$ cat src/rtl/lsu_pkg.sv
// Shared types and decode helpers for the RV64I load/store unit.
package lsu_pkg;

  localparam logic [2:0] F3_B  = 3'b000;
  localparam logic [2:0] F3_H  = 3'b001;
  localparam logic [2:0] F3_W  = 3'b010;
  localparam logic [2:0] F3_D  = 3'b011;
  localparam logic [2:0] F3_BU = 3'b100;
  localparam logic [2:0] F3_HU = 3'b101;
  localparam logic [2:0] F3_WU = 3'b110;

  typedef enum logic [2:0] {
    IDLE,
    RD0,
    RD1,
    CAP,
    ST0,
    ST1,
    RESP
  } lsu_state_t;

  // Access size in bytes; the sign bit of funct3 does not affect width.
  function automatic logic [3:0] accessBytes(input logic [2:0] funct3);
    case (funct3[1:0])
      2'b00:   return 4'd1;
      2'b01:   return 4'd2;
      2'b10:   return 4'd4;
      default: return 4'd8;
    endcase
  endfunction

endpackage

$ cat src/rtl/load_store_unit_if.sv
// Request, memory-port and response bundle of the load/store unit.
interface load_store_unit_if #(parameter int MEM_AW = 12) ();
  logic              req_valid;
  logic              req_ready;
  logic              req_store;
  logic [2:0]        req_funct3;
  logic [63:0]       req_addr;
  logic [63:0]       req_wdata;
  logic [4:0]        req_rd;

  logic              mem_en;
  logic              mem_we;
  logic [3:0]        mem_wmask;
  logic [MEM_AW-1:0] mem_addr;
  logic [31:0]       mem_wdata;
  logic [31:0]       mem_rdata;

  logic              rsp_valid;
  logic [4:0]        rsp_rd;
  logic [63:0]       rsp_data;
  logic              rsp_err;

  modport slave (
    input  req_valid, req_store, req_funct3, req_addr, req_wdata, req_rd,
    output req_ready,
    output mem_en, mem_we, mem_wmask, mem_addr, mem_wdata,
    input  mem_rdata,
    output rsp_valid, rsp_rd, rsp_data, rsp_err
  );

  modport master (
    output req_valid, req_store, req_funct3, req_addr, req_wdata, req_rd,
    input  req_ready,
    input  mem_en, mem_we, mem_wmask, mem_addr, mem_wdata,
    output mem_rdata,
    input  rsp_valid, rsp_rd, rsp_data, rsp_err
  );
endinterface

$ cat src/rtl/load_store_unit_align.sv
// Extracts and sign/zero-extends a B/H/W load from one 32-bit memory word.
module load_align
  import lsu_pkg::*;
(
  input  logic [2:0]  funct3,
  input  logic [1:0]  byteOff,
  input  logic [31:0] word,
  output logic [63:0] result
);

  logic [7:0]  laneByte;
  logic [15:0] laneHalf;

  always_comb begin
    laneByte = word[{byteOff, 3'b000} +: 8];
    laneHalf = byteOff[1] ? word[31:16] : word[15:0];
    result   = '0;
    case (funct3)
      F3_B:    result = {{56{laneByte[7]}}, laneByte};
      F3_BU:   result = {56'd0, laneByte};
      F3_H:    result = {{48{laneHalf[15]}}, laneHalf};
      F3_HU:   result = {48'd0, laneHalf};
      F3_W:    result = {{32{word[31]}}, word};
      F3_WU:   result = {32'd0, word};
      default: result = '0;
    endcase
  end

endmodule

$ cat src/rtl/load_store_unit.sv
// Multi-cycle RV64I load/store unit: one request at a time, 32-bit memory
// port, one beat for B/H/W and two beats for D.
module load_store_unit
  import lsu_pkg::*;
#(
  parameter int MEM_AW = 12
) (
  input  logic clk,
  input  logic reset,
  load_store_unit_if.slave bus
);

  lsu_state_t        state, nextState;
  logic              rStore;
  logic [2:0]        rF3;
  logic [MEM_AW+1:0] rAddr;
  logic [63:0]       rWdata;
  logic [4:0]        rRd;
  logic [31:0]       lowWord;

  logic [4:0]        rspRd;
  logic [63:0]       rspData;
  logic              rspErr;

  logic              accept, illegal, misaligned, rIsD;
  logic [3:0]        reqBytes;
  logic [MEM_AW-1:0] w0, w1;
  logic [3:0]        storeMask;
  logic [31:0]       storeLo;
  logic [63:0]       alignOut;

  assign bus.req_ready = (state == IDLE);
  assign accept        = bus.req_valid & bus.req_ready;
  assign rIsD          = (rF3[1:0] == 2'b11);
  assign w0            = rAddr[MEM_AW+1:2];
  assign w1            = w0 + MEM_AW'(1);

  always_comb begin
    reqBytes   = accessBytes(bus.req_funct3);
    illegal    = bus.req_store ? bus.req_funct3[2] : (bus.req_funct3 == 3'b111);
    misaligned = (({1'b0, bus.req_addr[2:0]} & (reqBytes - 4'd1)) != 4'd0);
  end

  load_align u_align (
    .funct3  (rF3),
    .byteOff (rAddr[1:0]),
    .word    (bus.mem_rdata),
    .result  (alignOut)
  );

  always_comb begin
    case (rF3[1:0])
      2'b00: begin
        storeMask = 4'b0001 << rAddr[1:0];
        storeLo   = {4{rWdata[7:0]}};
      end
      2'b01: begin
        storeMask = 4'b0011 << {rAddr[1], 1'b0};
        storeLo   = {2{rWdata[15:0]}};
      end
      default: begin
        storeMask = 4'b1111;
        storeLo   = rWdata[31:0];
      end
    endcase
  end

  always_comb begin
    nextState = state;
    case (state)
      IDLE: if (accept) begin
        if (illegal | misaligned) nextState = RESP;
        else if (bus.req_store)   nextState = ST0;
        else                      nextState = RD0;
      end
      RD0:     nextState = rIsD ? RD1 : CAP;
      RD1:     nextState = CAP;
      CAP:     nextState = RESP;
      ST0:     nextState = rIsD ? ST1 : RESP;
      ST1:     nextState = RESP;
      RESP:    nextState = IDLE;
      default: nextState = IDLE;
    endcase
  end

  always_comb begin
    bus.mem_en    = 1'b0;
    bus.mem_we    = 1'b0;
    bus.mem_wmask = '0;
    bus.mem_addr  = '0;
    bus.mem_wdata = '0;
    bus.rsp_valid = (state == RESP);
    case (state)
      RD0: begin
        bus.mem_en   = 1'b1;
        bus.mem_addr = w0;
      end
      RD1: begin
        bus.mem_en   = 1'b1;
        bus.mem_addr = w1;
      end
      ST0: begin
        bus.mem_en    = 1'b1;
        bus.mem_we    = 1'b1;
        bus.mem_addr  = w0;
        bus.mem_wmask = storeMask;
        bus.mem_wdata = storeLo;
      end
      ST1: begin
        bus.mem_en    = 1'b1;
        bus.mem_we    = 1'b1;
        bus.mem_addr  = w1;
        bus.mem_wmask = 4'b1111;
        bus.mem_wdata = rWdata[63:32];
      end
      default: ;
    endcase
  end

  always_ff @(posedge clk) begin
    if (reset) state <= IDLE;
    else       state <= nextState;
  end

  // Response fields only change on the transition into RESP, so they hold
  // the last completion while the next request is in flight.
  always_ff @(posedge clk) begin
    if (reset) begin
      rStore  <= 1'b0;
      rF3     <= '0;
      rAddr   <= '0;
      rWdata  <= '0;
      rRd     <= '0;
      lowWord <= '0;
      rspRd   <= '0;
      rspData <= '0;
      rspErr  <= 1'b0;
    end else begin
      if (accept) begin
        rStore <= bus.req_store;
        rF3    <= bus.req_funct3;
        rAddr  <= bus.req_addr[MEM_AW+1:0];
        rWdata <= bus.req_wdata;
        rRd    <= bus.req_rd;
        if (illegal | misaligned) begin
          rspRd   <= bus.req_store ? 5'd0 : bus.req_rd;
          rspData <= '0;
          rspErr  <= 1'b1;
        end
      end
      case (state)
        RD1: lowWord <= bus.mem_rdata;
        CAP: begin
          rspRd   <= rRd;
          rspData <= rIsD ? {bus.mem_rdata, lowWord} : alignOut;
          rspErr  <= 1'b0;
        end
        ST0, ST1: if (nextState == RESP) begin
          rspRd   <= rStore ? 5'd0 : rRd;
          rspData <= '0;
          rspErr  <= 1'b0;
        end
        default: ;
      endcase
    end
  end

  assign bus.rsp_rd   = rspRd;
  assign bus.rsp_data = rspData;
  assign bus.rsp_err  = rspErr;

endmodule
$ cat src/flat_wrapper.sv
// flat-port wrapper written by rule: the top's interface ports become plain ports
module load_store_unit_flat import lsu_pkg::*;
#(
  parameter int MEM_AW = 12
)
  (clk, reset, bus_req_valid, bus_req_store, bus_req_funct3, bus_req_addr, bus_req_wdata, bus_req_rd, bus_req_ready, bus_mem_en, bus_mem_we, bus_mem_wmask, bus_mem_addr, bus_mem_wdata, bus_mem_rdata, bus_rsp_valid, bus_rsp_rd, bus_rsp_data, bus_rsp_err);
  load_store_unit_if #(.MEM_AW(MEM_AW)) bus_i ();
  input  logic clk;
  input  logic reset;
  input wire logic [$bits(bus_i.req_valid)-1:0] bus_req_valid;
  input wire logic [$bits(bus_i.req_store)-1:0] bus_req_store;
  input wire logic [$bits(bus_i.req_funct3)-1:0] bus_req_funct3;
  input wire logic [$bits(bus_i.req_addr)-1:0] bus_req_addr;
  input wire logic [$bits(bus_i.req_wdata)-1:0] bus_req_wdata;
  input wire logic [$bits(bus_i.req_rd)-1:0] bus_req_rd;
  output wire logic [$bits(bus_i.req_ready)-1:0] bus_req_ready;
  output wire logic [$bits(bus_i.mem_en)-1:0] bus_mem_en;
  output wire logic [$bits(bus_i.mem_we)-1:0] bus_mem_we;
  output wire logic [$bits(bus_i.mem_wmask)-1:0] bus_mem_wmask;
  output wire logic [$bits(bus_i.mem_addr)-1:0] bus_mem_addr;
  output wire logic [$bits(bus_i.mem_wdata)-1:0] bus_mem_wdata;
  input wire logic [$bits(bus_i.mem_rdata)-1:0] bus_mem_rdata;
  output wire logic [$bits(bus_i.rsp_valid)-1:0] bus_rsp_valid;
  output wire logic [$bits(bus_i.rsp_rd)-1:0] bus_rsp_rd;
  output wire logic [$bits(bus_i.rsp_data)-1:0] bus_rsp_data;
  output wire logic [$bits(bus_i.rsp_err)-1:0] bus_rsp_err;
  assign bus_i.req_valid = bus_req_valid;
  assign bus_i.req_store = bus_req_store;
  assign bus_i.req_funct3 = bus_req_funct3;
  assign bus_i.req_addr = bus_req_addr;
  assign bus_i.req_wdata = bus_req_wdata;
  assign bus_i.req_rd = bus_req_rd;
  assign bus_req_ready = bus_i.req_ready;
  assign bus_mem_en = bus_i.mem_en;
  assign bus_mem_we = bus_i.mem_we;
  assign bus_mem_wmask = bus_i.mem_wmask;
  assign bus_mem_addr = bus_i.mem_addr;
  assign bus_mem_wdata = bus_i.mem_wdata;
  assign bus_i.mem_rdata = bus_mem_rdata;
  assign bus_rsp_valid = bus_i.rsp_valid;
  assign bus_rsp_rd = bus_i.rsp_rd;
  assign bus_rsp_data = bus_i.rsp_data;
  assign bus_rsp_err = bus_i.rsp_err;
  load_store_unit #(.MEM_AW(MEM_AW)) u_core (.clk(clk), .reset(reset), .bus(bus_i));
endmodule
$ cat config.mk
export PLATFORM = sky130hd
export DESIGN_NAME = load_store_unit_flat
export DESIGN_NICKNAME = d
export VERILOG_FILES = /design/src/rtl/lsu_pkg.sv /design/src/rtl/load_store_unit_if.sv /design/src/rtl/load_store_unit_align.sv /design/src/rtl/load_store_unit.sv /design/src/flat_wrapper.sv
export SDC_FILE = /design/constraint.sdc
export NUM_CORES = 1
export LEC_CHECK = 0
export BUFFER_PORTS_ARGS = -buffer_cell sky130_fd_sc_hd__buf_4
export CORE_UTILIZATION = 30
export DETAILED_ROUTE_END_ITERATION = 8
export PLACE_DENSITY = 0.59
export SLEW_MARGIN = 20
export SYNTH_ARGS = -nofsm -noshare
export SYNTH_HDL_FRONTEND = slang
export SYNTH_SLANG_ARGS = --single-unit
$ cat constraint.sdc
create_clock -name clk -period 2.2 [get_ports clk]
set_input_delay 0 -clock clk [delete_from_list [all_inputs] [get_ports clk]]
set_output_delay 0 -clock clk [all_outputs]
set_load 0.01 [all_outputs]
==> impl_metrics.tcl, run 1 <==
set metrics [dict create \
    result_of_the_run "finished, final reports clean" \
    routedWlPerCell_um 17.21 \
    vdd.ir_drop.worst_uv 473.3 \
    finish.utilization_pct 44.55 \
    clkLatencyLatePin_ns 0.45 \
    cts_post_setup_buffers_inserted 0 \
    post_detailed_routing_wire_length_um 31750 \
    timing.fmax_ghz 0.4774 \
    critical_path.n_buffers_inverters 4 \
    remaining_drc_errors 0 \
    antenna_violating_nets_post_route 0 \
    antenna_found_initial 0 \
    proportion_of_synthesized_chip_area_in_sequential_cells_pct 42.50 \
    dieArea_um2 30850 \
    finish.net_count 1615 \
    total_power_mw 11.38 \
    yosys.area.top_type_share_pct 42.50 \
    yosysWarnings 0 \
    rows 63 \
    crit_top_cell "sky130_fd_sc_hd__buf_4" \
    area_delta_synth_final_pct 46.00 \
    clockBufferDepth 2 \
    post_drt_via_cell_ratio 4.994 \
    first_global_vias 8752 \
    end_kind "output port" \
    cp_top_family "buffers and inverters" \
    critical_path.cell_chain "buf_4 > clkinv_1 > buf_4 > a311oi_1 > buf_4" \
    drt_iter0_drc 506 \
    initial_utilization_pct 30.52 \
    synth.top_cells.by_area "sky130_fd_sc_hd__dfxtp_1 42%, sky130_fd_sc_hd__nand2_1 11%, sky130_fd_sc_hd__a21oi_1 8.9%" \
    die-height_um 175.6 \
    tightestPinTransition_ns 0.8296 \
    worst_hold_check_path_type "in -> reg" \
    synthesis.instances 1114 \
    core-area_um2 29640 \
    drive_above_1_share_pct 24.60 \
    grt_setup_unrepaired "no" \
    relSlewSlack_pct 44.49 \
    clock-sinks 192 \
    worst_path_max_delay_cell "sky130_fd_sc_hd__dfxtp_2" \
    arrival_ns 2.09 \
    commonest_cells_post_synth "270 x sky130_fd_sc_hd__nand2_1, 192 x sky130_fd_sc_hd__dfxtp_1, 160 x sky130_fd_sc_hd__a21oi_1" \
    hold_violations 0 \
    synth.ff_latch_count 192 \
    timing.critical_path.slowest_cell_delay_ns 0.50 \
    post-route-period-util_pct 95.21 \
    grt_remaining_overflow 0 \
    worst-endpoint-required_ns 2.20 \
    maximum_number_of_pins_on_one_net_before_global_route_repair 88 \
    die_w_um 175.6 \
    fin_tns_setup_ns 0 \
    pin_count 294 \
    period_minus_slack_ns 2.095 \
    post_synth.cell_area_avg_um2 8.119 \
    worst_hold_slack_ns 0.07286 \
    place_congestion 0.7903 \
    synth_fp_nets 1287 \
    cts.reportedPaths.clkPinSlew_ns 0.08 \
    post_synth_instance_area_um2 9045 \
    via_count 9214 \
    synth_flop_cell "sky130_fd_sc_hd__dfxtp_1" \
    crit_path_start_kind "register" \
    edff_count_synth 0 \
    synth_cell_type_count 58 \
    report.final.slew_viol_count 0 \
    grt_pass1_wl_um 49130 \
    post-dp-hpwl_um 21410 \
    clock_root_buffer "sky130_fd_sc_hd__clkbuf_16" \
    grt_usage_pct 20.23 \
    cts_tree "yes" \
    p_leak_nw 5.301 \
    h-tree-depth 4 \
    async_flop_share_pct 0 \
    insertedDiodeCount 0 \
    timing.max_cap.violations 0 \
    timing.critical_path.fanout_max 24 \
    power.density_nw_per_um2 861.4 \
    path_class "reg -> out" \
    first_pass_iters 6 \
    post-synth-top-area-cell "sky130_fd_sc_hd__dfxtp_1" \
    portBuffers 243 \
    finalClockSkew_ns 0.02752 \
    timing.final.setup_violations 0 \
    yosysMostFrequentCell "sky130_fd_sc_hd__nand2_1" \
    cts_inserted_buffers 17 \
]
flip-flops by register name, summed over array words and instances, names as in the netlist:
name	flops
u_core.bus.rsp_rd	5
u_core.bus.rsp_data	64
u_core.rWdata	64
u_core.rStore	1
u_core.rRd	5
u_core.bus.rsp_err	1
u_core.rF3	3
u_core.state	3
u_core.rAddr	14
u_core.lowWord	32
where the power goes:
group,total (mW),switching [mW],internal [mW]
Sequential,4.33,0.386,3.94
Clock,3.14,1.60,1.53
Combinational,3.91,2.22,1.69
Total,11.4,4.21,7.17
cells in the final DEF (no fill, tap or decap), drive strengths merged, types with 5 or more instances in the layout:
cell / n
buf: 280
nor2: 70
nor4b: 5
a22o: 13
a311oi: 8
o21ai: 44
clkbuf: 18
clkinv: 8
nand2b: 31
mux4: 8
a21o: 19
mux2: 11
a32o: 14
o31a: 7
a221o: 6
mux2i: 40
inv: 15
a21oi: 161
dfxtp: 192
o2bb2ai: 39
xnor2: 5
a221oi: 5
nand2: 270
a31oi: 6
nand3: 7
dlygate4sd3: 128
stage by stage:
step	std cells	setup slack (ns)	area, µm²
after detailed placement	1685	0.2521	11300
after global placement	1685	0.2391	11300
after CTS	1845	-0.01490	13190
final	1845	0.1054	13210
after floorplan	1114	0.4035	9045
after global routing	1845	0.001504	13210
what timing repair did:
action / CTS / global route
hold buffers: 128 / 0
endpoints found under the setup margin: 11 / 14
endpoints found under the hold margin: 161 / 0
gates resized for setup: 6 / 6
worst min-delay path, stage by stage:
cell and delay, ns:
sky130_fd_sc_hd__buf_4 0.13, sky130_fd_sc_hd__a31oi_1 0.16, sky130_fd_sc_hd__o21a_1 0.11, sky130_fd_sc_hd__a21oi_1 0.06
routing by layer:
metal	share of wire [%]	vias up	global-route usage, %
li1	-	4523	-
met1	45	4340	26.40
met2	47	304	33.00
met3	5.6	47	4.134
met4	2.5	0	6.993
met5	0	-	0
worst paths after layout:
check	from	slack, ns	cells past startpoint	end
max	u_core.state[0]	0.11	5	bus_mem_wdata[13]
min	bus_req_valid	0.07	4	u_core.state[2]
max reg2reg	u_core.state[2]	0.23	7	u_core.rAddr[9]
min reg2reg	u_core.lowWord[27]	0.45	2	u_core.lowWord[27]
logic make-up (layout without fill, tap and decap cells):
group,count (synthesis),count (layout),share of synthesized area (%)
and+or+nand+nor,412,412,19.35
muxes,59,59,7.788
adders and majority gates,1,1,0.1383
xor gates and xnor gates,6,6,0.5810
DFF,192,192,42.50
buffers and inverters,108,449,5.090
AOI/OAI and AO/OA,336,336,24.55
final cells by class:
type,instances,area (µm²)
multi-input combinational,814,4777
timing repair buffer,408,3462
fill,2931,16430
clock inverter,14,160.2
clock buffer,18,429.2
tap,390,488.0
sequential,192,3855
inverter,9,33.78
(Power assumes the default switching activity.)
==> inputs of run 2 (changes only) <==
--- a/config.mk
+++ b/config.mk
@@ -5,10 +5,13 @@
 export SDC_FILE = /design/constraint.sdc
 export NUM_CORES = 1
 export LEC_CHECK = 0
-export BUFFER_PORTS_ARGS = -buffer_cell sky130_fd_sc_hd__buf_4
+export BUFFER_PORTS_ARGS = -buffer_cell sky130_fd_sc_hd__buf_2
+export CELL_PAD_IN_SITES_DETAIL_PLACEMENT = 1
+export CELL_PAD_IN_SITES_GLOBAL_PLACEMENT = 1
 export CORE_UTILIZATION = 30
 export DETAILED_ROUTE_END_ITERATION = 8
-export PLACE_DENSITY = 0.59
+export HOLD_SLACK_MARGIN = 0.05
+export PLACE_DENSITY = 0.75
 export SLEW_MARGIN = 20
 export SYNTH_ARGS = -nofsm -noshare
 export SYNTH_HDL_FRONTEND = slang
==> impl_metrics.tcl, run 2 (synthesis gave the netlist of run 1 again) <==
set metrics [dict create \
    result_of_the_run "finished, final reports clean" \
    period_minus_slack_ns 2.056 \
    first_pass_iters 5 \
    detailed_place.area_um2 10680 \
    hold_violations 0 \
    cts.reportedPaths.clkPinSlew_ns 0.09 \
    drive_above_1_share_pct 24.65 \
    fin_tns_setup_ns 0 \
    timing.max_cap.violations 0 \
    dieArea_um2 30850 \
    portBuffers 243 \
    grt_usage_pct 22.52 \
    h-tree-depth 4 \
    worst-endpoint-required_ns 2.57 \
    tightestPinTransition_ns 0.9614 \
    routedWlPerCell_um 19.04 \
    arrival_ns 2.43 \
    place_congestion 0.8156 \
    finish.net_count 1608 \
    worst_hold_slack_ns 0.07875 \
    report.final.slew_viol_count 0 \
    drt_iter0_drc 479 \
    clock-sinks 192 \
    cts_tree "yes" \
    vdd.ir_drop.worst_uv 500.3 \
    initial_utilization_pct 30.52 \
    place_ws_ns 0.2090 \
    maximum_number_of_pins_on_one_net_before_global_route_repair 73 \
    fin_ws_ns 0.1443 \
    antenna_violating_nets_post_route 0 \
    clkLatencyLatePin_ns 0.44 \
    final_common_cell "sky130_fd_sc_hd__nand2_1" \
    die_w_um 175.6 \
    crit_path_start_kind "register" \
    post_detailed_routing_wire_length_um 35020 \
    post_drt_via_cell_ratio 5.140 \
    clockBufferDepth 2 \
    rows 63 \
    p_leak_nw 5.159 \
    timing.final.setup_violations 0 \
    path_class "reg -> reg" \
    end_kind "register" \
    first_global_vias 9593 \
    relSlewSlack_pct 35.67 \
    post-route-period-util_pct 93.44 \
    remaining_drc_errors 0 \
    cts_inserted_buffers 17 \
    timing.critical_path.fanout_max 32 \
    mostFrequentLayoutCells "268 x sky130_fd_sc_hd__nand2_1, 242 x sky130_fd_sc_hd__buf_2, 187 x sky130_fd_sc_hd__dfxtp_1" \
    finish.utilization_pct 42.38 \
    clock_root_buffer "sky130_fd_sc_hd__clkbuf_16" \
    die-height_um 175.6 \
    antenna_found_initial 1 \
    timing.fmax_ghz 0.4865 \
    core-area_um2 29640 \
    grt_pass1_wl_um 54310 \
    pin_count 294 \
    post-dp-hpwl_um 22880 \
    worst_hold_check_path_type "in -> reg" \
    finalClockSkew_ns 0.01538 \
    via_count 9452 \
    finalInstanceArea_um2 12560 \
    grt_remaining_overflow 0 \
    power.density_nw_per_um2 906.5 \
    area_delta_synth_final_pct 38.86 \
]
## run 2: cell count changes in the layout (fill, tap and decap cells not counted), sizes merged
cell and delta:
dlygate4sd3 -6, clkinvlp +3, inv -3, buf -1, bufinv +1, clkinv -1
diode +1
## run 2: cell type report
class                      instances  area (µm²)
tap                              390       488.0
fill                            3578       17080
sequential                       192        3855
clock inverter                    14       172.7
clock buffer                      18       439.2
antenna                            1       2.502
timing repair buffer             401        2796
inverter                           9       33.78
multi-input combinational        814        4772
## run 2: per-stage QoR
step	cells	power [mW]
global placement	1684	7.858
finish	1839	11.39
floorplan	1114	6.660
detailed placement	1684	7.985
global route	1839	12.02
CTS	1838	11.42
## run 2: worst paths after layout
kind | startpoint | end | slack (ns) | depth (start not counted)
setup / recovery | u_core.state[1] | u_core.lowWord[13] | 0.14 | 7
hold / removal | bus_req_valid | u_core.state[2] | 0.08 | 4
setup reg to reg | u_core.state[1] | u_core.lowWord[13] | 0.14 | 7
hold reg to reg | u_core.lowWord[15] | u_core.lowWord[15] | 0.45 | 2
## run 2: worst max-delay path, stage by stage, from the launching register on
cell                            delay, ns
sky130_fd_sc_hd__dfxtp_4             0.41
sky130_fd_sc_hd__buf_4               0.15
sky130_fd_sc_hd__nor2b_1             0.20
sky130_fd_sc_hd__nor2b_2             0.21
sky130_fd_sc_hd__buf_8               0.25
sky130_fd_sc_hd__nand2_1             0.09
sky130_fd_sc_hd__a21oi_1             0.11
sky130_fd_sc_hd__dlygate4sd3_1       0.55
## run 2: repair_timing
action	in CTS	in global routing
endpoints found under the setup margin	7	12
buffers inserted	0	0
hold buffers	122	0
gates resized for setup	5	9
hold endpoints to repair	163	0
## run 2: power breakdown
part	internal [mW]	total, mW	switching, mW	leakage [nW]
Sequential	3.94	4.34	0.394	1.56
Clock	1.65	3.22	1.57	0.287
Combinational	1.52	3.82	2.30	3.31
Total	7.12	11.4	4.26	5.16
## run 2: layer usage
metal  vias to the layer above  track usage, %  routed length [µm]
met5                         -               0                   0
met4                         0           6.196                 614
met3                        38           4.545                1777
met2                       263           39.97               17750
met1                      4634           27.37               14880
li1                       4517               -                   -
==> inputs of run 3 (changes only) <==
--- a/config.mk
+++ b/config.mk
@@ -12,6 +12,7 @@
 export DETAILED_ROUTE_END_ITERATION = 8
 export HOLD_SLACK_MARGIN = 0.05
 export PLACE_DENSITY = 0.75
+export REMOVE_ABC_BUFFERS = 1
 export SLEW_MARGIN = 20
 export SYNTH_ARGS = -nofsm -noshare
 export SYNTH_HDL_FRONTEND = slang
==> impl_metrics.tcl, run 3 (synthesis gave the netlist of run 1 again) <==
set metrics [dict create \
    clock-sinks 192 \
    hold_violations 0 \
    core-area_um2 29640 \
    post_detailed_routing_wire_length_um 34790 \
    result_of_the_run "finished, final reports clean" \
    first_global_vias 10110 \
    rows 63 \
    finalClockSkew_ns 0.01665 \
    crit_path_start_kind "register" \
    place_congestion 0.7670 \
    filler_cell_count 3594 \
    critical_path.n_buffers_inverters 1 \
    pin_count 294 \
    cts_tree "yes" \
    end_kind "register" \
    post-dp-hpwl_um 21840 \
    critical_path.cell_chain "buf_4 > mux2i_1 > o21ai_0 > and2_1 > a32o_1" \
    drt_iter0_drc 438 \
    timing.max_cap.violations 0 \
    cts_post_setup_buffers_inserted 0 \
    grt_pass1_wl_um 55030 \
    remaining_drc_errors 0 \
    final_common_cell "sky130_fd_sc_hd__nand2_1" \
    antenna_found_initial 2 \
    path_class "reg -> reg" \
    initial_utilization_pct 30.52 \
    post-route-period-util_pct 94.77 \
    timing.final.setup_violations 0 \
    grt_setup_unrepaired "no" \
    dieArea_um2 30850 \
    r2r_slack_ns 0.11 \
    cp_top_family "simple AND/OR/NAND/NOR gates" \
    mostFrequentLayoutCells "268 x sky130_fd_sc_hd__nand2_1, 242 x sky130_fd_sc_hd__buf_2, 188 x sky130_fd_sc_hd__dfxtp_1" \
    die_w_um 175.6 \
    timing.critical_path.fanout_max 15 \
    worst-endpoint-required_ns 2.59 \
    routedWlPerCell_um 18.89 \
    clock_root_buffer "sky130_fd_sc_hd__clkbuf_16" \
    finish.net_count 1610 \
    cts.reportedPaths.clkPinSlew_ns 0.08 \
    numPlacedInstances 1686 \
    period_minus_slack_ns 2.085 \
    die-height_um 175.6 \
    grt_remaining_overflow 0 \
    relSlewSlack_pct 30.39 \
    maximum_number_of_pins_on_one_net_before_global_route_repair 112 \
    drive_above_1_share_pct 24.76 \
    finish.utilization_pct 42.20 \
    h-tree-depth 4 \
    report.final.slew_viol_count 0 \
    vdd.ir_drop.worst_uv 611.1 \
    non_filler_instance_count_after_layout 1842 \
    antenna_violating_nets_post_route 0 \
    clkLatencyLatePin_ns 0.45 \
    arrival_ns 2.47 \
    cts_inserted_buffers 17 \
    post_drt_via_cell_ratio 5.215 \
    portBuffers 243 \
    timing.critical_path.slowest_cell_delay_ns 0.72 \
    grt_usage_pct 22.63 \
    clockBufferDepth 2 \
    first_pass_iters 5 \
    p_leak_nw 5.158 \
    power.density_nw_per_um2 903.4 \
    via_count 9606 \
    worst_path_max_delay_cell "sky130_fd_sc_hd__and2_1" \
    timing.fmax_ghz 0.4796 \
    area_delta_synth_final_pct 38.28 \
    tightestPinTransition_ns 1.040 \
    worst_hold_check_path_type "in -> reg" \
]
-- run 3: changes by cell type in the layout (fill, tap and decap cells not counted), sizes merged --
cell | before | now
clkinv | 7 | 3
buf | 279 | 281
inv | 12 | 17
clkinvlp | 3 | 1
clkbuf | 18 | 19
diode | 1 | 2
-- run 3: what timing repair did --
item,CTS,global route
pin swaps,0,0
hold buffers,122,0
endpoints found under the setup margin,13,10
endpoints found under the hold margin,168,0
resized for setup,4,2
-- run 3: final cells by class --
cell class / count / area, µm² / area share [%]
multi-input cells: 814 / 4781 / 38.23
diodes: 2 / 5.005 / 0.04002
clock buffers: 19 / 442.9 / 3.541
well taps: 390 / 488.0 / 3.902
inverters: 9 / 33.78 / 0.2701
clock inverters: 13 / 142.6 / 1.140
repair buffers: 403 / 2763 / 22.09
flip-flops and latches: 192 / 3851 / 30.79
-- run 3: worst register-to-register path: cells and delay by family, from the launching register on --
family                 cells  cell delay, ns
muxes                      1            0.14
DFF                        1            0.35
and+or+nand+nor            1            0.72
AOI/OAI and AO/OA          2            0.57
buffers and inverters      1            0.26
-- run 3: power by group --
| group | switching (mW) | leakage (nW) | internal, mW |
|---|---|---|---|
| Sequential | 0.369 | 1.56 | 3.94 |
| Clock | 1.57 | 0.289 | 1.65 |
| Combinational | 2.32 | 3.31 | 1.45 |
-- run 3: through the flow --
| stage | instance area, µm² | total power [mW] | hold slack, ns | TNS (ns) | setup WS [ns] |
|---|---|---|---|---|---|
| global placement | 10680 | 7.800 | 0.2405 | 0 | 0.2256 |
| finish | 12510 | 11.30 | 0.3317 | 0 | 0.1150 |
| CTS | 12500 | 11.34 | 0.3138 | 0 | 0.006041 |
| detailed placement | 10680 | 7.926 | 0.2476 | 0 | 0.1185 |
| floorplan | 8618 | 5.964 | 0.06907 | -1225.18 | -10.09 |
| global route | 12510 | 11.94 | 0.3423 | 0 | 0.001123 |
-- run 3: final timing paths --
check	from	endpoint	cells past startpoint
setup reg to reg	u_core.rAddr[1]	u_core.bus.rsp_data[28]	5
hold / removal	bus_req_wdata[33]	u_core.rWdata[33]	4
setup / recovery	u_core.rAddr[1]	u_core.bus.rsp_data[28]	5
hold reg to reg	u_core.lowWord[7]	u_core.lowWord[7]	2
-- run 3: per-layer routing --
| layer | global-route usage, % | routed length (µm) |
|---|---|---|
| met4 | 6.775 | 645 |
| met1 | 27.09 | 14680 |
| met2 | 40.12 | 17500 |
| met5 | 0 | 0 |
| met3 | 5.000 | 1962 |
